## src/rtl/cond_pkg.sv

```systemverilog
// rtl/cond_pkg.sv - shared types and constants for the button conditioning stage
package cond_pkg;

    typedef enum logic [2:0] {
        ST_IDLE,
        ST_ARM_HIGH,
        ST_HELD,
        ST_REPEAT,
        ST_ARM_LOW
    } cond_state_t;

    localparam int PRESS_CNT_W = 8;

    function automatic int max3(input int a, input int b, input int c);
        int m;
        m = (a > b) ? a : b;
        return (m > c) ? m : c;
    endfunction

endpackage

```

## src/rtl/cond_sync.sv

```systemverilog
// rtl/cond_sync.sv - multi-flop synchronizer for an asynchronous level input
module cond_sync #(
    parameter int SYNC_STAGES = 2
) (
    input  logic clk_i,
    input  logic reset_i,
    input  logic d_i,
    output logic q_o
);

    logic [SYNC_STAGES-1:0] sync_q;

    always_ff @(posedge clk_i) begin
        if (reset_i) begin
            sync_q <= '0;
        end else begin
            sync_q <= {sync_q[SYNC_STAGES-2:0], d_i};
        end
    end

    assign q_o = sync_q[SYNC_STAGES-1];

endmodule

```

## src/rtl/cond_debounce.sv

```systemverilog
// rtl/cond_debounce.sv - synchronize, debounce and auto-repeat a push-button into a one-cycle strobe
module cond_debounce
    import cond_pkg::*;
#(
    parameter int SYNC_STAGES     = 2,
    parameter int DEBOUNCE_CYCLES = 16,
    parameter int REPEAT_DELAY    = 64,
    parameter int REPEAT_PERIOD   = 16
) (
    input  logic                   clk_i,
    input  logic                   reset_i,
    input  logic                   btn_i,
    output logic                   cond_o,
    output logic                   level_o,
    output logic [PRESS_CNT_W-1:0] press_cnt_o
);

    localparam int CNT_MAX = max3(DEBOUNCE_CYCLES, REPEAT_DELAY, REPEAT_PERIOD);
    localparam int CNT_W   = $clog2(CNT_MAX + 1);

    localparam logic [CNT_W-1:0] DEB_C = CNT_W'(DEBOUNCE_CYCLES);
    localparam logic [CNT_W-1:0] DLY_C = CNT_W'(REPEAT_DELAY);
    localparam logic [CNT_W-1:0] PER_C = CNT_W'(REPEAT_PERIOD);

    logic                   btn_s;
    cond_state_t            state_q, state_d;
    logic [CNT_W-1:0]       cnt_q, cnt_d, cnt_inc;
    logic                   cond_q, cond_d;
    logic                   level_q, level_d;
    logic [PRESS_CNT_W-1:0] press_q, press_d;

    cond_sync #(
        .SYNC_STAGES(SYNC_STAGES)
    ) u_sync (
        .clk_i  (clk_i),
        .reset_i(reset_i),
        .d_i    (btn_i),
        .q_o    (btn_s)
    );

    assign cnt_inc = cnt_q + CNT_W'(1);

    always_ff @(posedge clk_i) begin
        if (reset_i) begin
            state_q <= ST_IDLE;
            cnt_q   <= '0;
            cond_q  <= 1'b0;
            level_q <= 1'b0;
            press_q <= '0;
        end else begin
            state_q <= state_d;
            cnt_q   <= cnt_d;
            cond_q  <= cond_d;
            level_q <= level_d;
            press_q <= press_d;
        end
    end

    always_comb begin
        state_d = state_q;
        cnt_d   = cnt_q;
        cond_d  = 1'b0;
        level_d = level_q;
        press_d = press_q;

        unique case (state_q)
            // IDLE always holds a zero count, so its first high sample counts as one
            ST_IDLE, ST_ARM_HIGH: begin
                if (!btn_s) begin
                    state_d = ST_IDLE;
                    cnt_d   = '0;
                end else if (cnt_inc == DEB_C) begin
                    state_d = ST_HELD;
                    cnt_d   = '0;
                    cond_d  = 1'b1;
                    level_d = 1'b1;
                    press_d = press_q + PRESS_CNT_W'(1);
                end else begin
                    state_d = ST_ARM_HIGH;
                    cnt_d   = cnt_inc;
                end
            end

            // Release wins over any repeat expiry; the first low sample already counts
            ST_HELD, ST_REPEAT: begin
                if (!btn_s) begin
                    if (DEBOUNCE_CYCLES == 1) begin
                        state_d = ST_IDLE;
                        cnt_d   = '0;
                        level_d = 1'b0;
                    end else begin
                        state_d = ST_ARM_LOW;
                        cnt_d   = CNT_W'(1);
                    end
                end else if (state_q == ST_HELD) begin
                    if (REPEAT_DELAY != 0) begin
                        if (cnt_q == DLY_C) begin
                            state_d = ST_REPEAT;
                            cnt_d   = '0;
                            cond_d  = 1'b1;
                        end else begin
                            cnt_d = cnt_inc;
                        end
                    end
                end else begin
                    if (cnt_q == PER_C) begin
                        cnt_d  = '0;
                        cond_d = 1'b1;
                    end else begin
                        cnt_d = cnt_inc;
                    end
                end
            end

            ST_ARM_LOW: begin
                if (btn_s) begin
                    state_d = ST_HELD;
                    cnt_d   = '0;
                end else if (cnt_inc == DEB_C) begin
                    state_d = ST_IDLE;
                    cnt_d   = '0;
                    level_d = 1'b0;
                end else begin
                    cnt_d = cnt_inc;
                end
            end

            default: begin
                state_d = ST_IDLE;
                cnt_d   = '0;
                level_d = 1'b0;
            end
        endcase
    end

    assign cond_o      = cond_q;
    assign level_o     = level_q;
    assign press_cnt_o = press_q;

endmodule

```

## config.mk

```make
export PLATFORM = sky130hd
export DESIGN_NAME = cond_debounce
export DESIGN_NICKNAME = d
export VERILOG_FILES = /design/src/rtl/cond_pkg.sv /design/src/rtl/cond_sync.sv /design/src/rtl/cond_debounce.sv
export SDC_FILE = /design/constraint.sdc
export NUM_CORES = 1
export LEC_CHECK = 0
export CORE_ASPECT_RATIO = 1.2
export CORE_UTILIZATION = 45
export CTS_BUF_LIST = sky130_fd_sc_hd__clkbuf_4 sky130_fd_sc_hd__clkbuf_8 sky130_fd_sc_hd__clkbuf_16
export DETAILED_ROUTE_END_ITERATION = 10
export PLACE_DENSITY = 0.65
export SLEW_MARGIN = 20
export SYNTH_ARGS = -nofsm -noshare
export SYNTH_HDL_FRONTEND = slang
export SYNTH_HIERARCHICAL = 1
export SYNTH_SLANG_ARGS = --single-unit
```

## constraint.sdc

```tcl
create_clock -name clk_i -period 2.6 [get_ports clk_i]
set_clock_uncertainty 0.2 [all_clocks]
set_input_delay 0.26 -clock clk_i [delete_from_list [all_inputs] [get_ports clk_i]]
set_output_delay 0.26 -clock clk_i [all_outputs]
set_load 0.02 [all_outputs]
```

==> results.ini <==
[critical_path]
worstSetupEndpointType=register
ff2ff_setup_slack_ns=0.20
crit_family=compound AO/OA/AOI/OAI gates
startpoint=cnt_q[0]
worstPathCellList=ha_1 -> nor4bb_1 -> a22o_1 -> o211ai_1 -> buf_4 -> or3_1 -> a21oi_1
cp_max_fo=8
cp_data_required_time_ns=2.64
cp_slowest_stage_delay_ns=0.33
slowest_stage=dfxtp_1
criticalPathCategory=register to register
critical_path_buf_inv_count=1
timing.critical_path.arrival_ns=2.45
r2r-start=cnt_q[0]
worstSetupStartpointType=register

[place]
place_ws_ns=0.175
gp_congestion=0.753
dp_hpwl_mm=1.74
portBuffers=12

[finish]
multi_input_area_um2=668
drive_gt1_frac=0.106
area_growth_syn_to_layout_pct=17.7
nNetsFinal=160
diodes=0
regArea_um2=440
fillers=224

[grt]
grt_first_pass_wirelength_mm=3.88
grt_max_degree=12
antenna_found_initial=0
track_usage=0.194
grt_pass1_vias=934
grt_remaining_overflow=0

[timing]
worst_slew_pin_slew_ns=0.614
clock.fmax_mhz=416
final.setup.worst_slack_ns=0.195
rsz0062_at_grt=no
setup-tns-final_ns=0
setup_violations=0
final-hold-violation-count=0
finalMaxSlewViolations=0
slew_headroom=0.589
min_period_ns=2.40
finalCritPeriodShare=0.925

[synthesis]
avgSynthCellArea_um2=8.63
syn_area_um2=1160
syn_inst=134
async_flop_share=0
yosysWarnings=6
ys_ff_latch=22
synthDistinctLibCells=43
synthFlopType=dfxtp_1
synth_edf_count=0
ys_seq_area_frac=0.381
syn-num-nets=141

[floorplan]
die_h_um=57.5
initial_core_util=0.491
dieArea_um2=2780
io_pins=13
core_um2=2350
std_cell_rows=19
fp.dieW_um=48.3

[pwr]
switching_share=0.217
ir_worst_vdd_v=0.000311
p_switching_mw=0.111
p_comb_frac=0.040
clkPwrFrac=0.296
power_leakage_nw=0.466
p_per_area_nw_per_um2=377
p_int_mw=0.402
power_frac_seq=0.664

[detailed_routing]
via_count=1032
viasPerCell=5.67
wl_per_cell_um=12.9
drc=0
first_pass_iters=5
drt-total-wl_mm=2.34
drt.antenna.violating_nets=0
drt_iter0_drc=10

[job]
drv_cap=0

[clocking]
clk_path_buf_depth=2
cts_buffers=3
cts_root_buffer=clkbuf_4
cts.htree.levels=1
clock-sinks=22
cts_tree=yes
clk_latency_ns=0.30
clk_pin_slew_ns=0.12

[hold_path]
min_path_type=register to register
min_from=level_o

[outcome]
status=finished clean

what timing repair did:
item                                    in CTS  in global routing
endpoints found under the setup margin       0                  1
gates resized for setup                      0                  0
hold buffers                                 0                  0
buffers inserted                             0                  3
layer usage:
layer	track usage	wire length, um	vias up
met2	0.320	1200	13
met4	0.0714	22	0
met1	0.239	1080	498
li1	-	-	519
met3	0.0380	36	2
met5	0	0	-
registers in the layout, summed over array words and instances (netlist names):
| register | cells |
|---|---|
| cond_o | 1 |
| state_q | 3 |
| u_sync/sync_q | 2 |
| cnt_q | 7 |
| press_cnt_o | 8 |
| level_o | 1 |
worst paths after layout:
kind                                  endpoint  depth (start not counted)
worst max-delay path            press_cnt_o[7]                          7
worst min-delay path                   level_o                          2
worst max register to register  press_cnt_o[7]                          7
worst min register to register         level_o                          2
final cells by class:
cell class	count	share of cell area
Clock buffer	3	0.0165
Inverter	7	0.0193
Multi-Input combinational cell	101	0.491
Sequential cell	22	0.324
Tap cell	31	0.0285
Timing Repair Buffer	18	0.121
worst register-to-register path, delay by kind of cell (launching register included):
family	cells	cell delay, ns
compound gates	3	0.68
fa+ha+maj	1	0.27
simple gates	2	0.63
flops	1	0.33
buf+inv	1	0.24
kinds of logic after synthesis:
group | synth area share
adder cells (fa/ha/maj) | 0.0433
buffers and inverters | 0.0411
AND/OR/NAND/NOR | 0.275
multiplexers | 0.00866
XOR/XNOR | 0.0455
AO/OA/AOI/OAI | 0.206
flip-flops | 0.381
cell usage after synthesis, types with 2 or more instances:
cell type | count | area share
dfxtp_1 | 22 | 0.38
nor2_1 | 14 | 0.045
a21oi_1 | 10 | 0.043
o21ai_0 | 9 | 0.039
nand2_1 | 8 | 0.026
inv_1 | 7 | 0.023
nor2b_1 | 6 | 0.032
or3_1 | 5 | 0.027
ha_1 | 4 | 0.043
nand3_1 | 4 | 0.017
nand4_1 | 3 | 0.016
nor3_1 | 3 | 0.013
xnor2_1 | 3 | 0.023
xor2_1 | 3 | 0.023
buf_2 | 2 | 0.0087
nand3b_1 | 2 | 0.013
o31ai_1 | 2 | 0.013
or3b_2 | 2 | 0.015
power groups by stage:
stage	logic (mW)	registers (mW)	clock network, mW
after global routing	0.0228	0.342	0.178
after detailed placement	0.0206	0.349	0
final	0.0204	0.341	0.152
after CTS	0.0206	0.341	0.162
after global placement	0.0201	0.349	0
after floorplan	0.0115	0.349	0
cells in the final DEF, fill, tap and decap left out, types with 2 or more instances in the layout:
master,n
clkdlybuf4s50_1,12
o21ai_0,9
a21oi_1,10
buf_4,6
xnor2_1,3
nor3_1,3
xor2_1,3
ha_1,4
clkbuf_4,3
or3b_2,2
dfxtp_1,22
nand3_1,4
nand4_1,3
or3_1,5
nor2_1,14
nor2b_1,6
inv_1,7
nand2_1,8
o31ai_1,2
nand3b_1,2
metrics by stage:
stage               std cells  total power [mW]   util  hold slack (ns)  instance area, um2
floorplan                 134             0.360      -            0.132                1160
global placement          176             0.369  0.559            0.216                1320
detailed placement        176             0.369  0.559            0.242                1320
CTS                       179             0.524  0.569            0.261                1340
global route              182             0.542  0.578            0.276                1360
finish                    182             0.514  0.578            0.258                1360
Note: power is estimated with default switching activity, not from simulation.
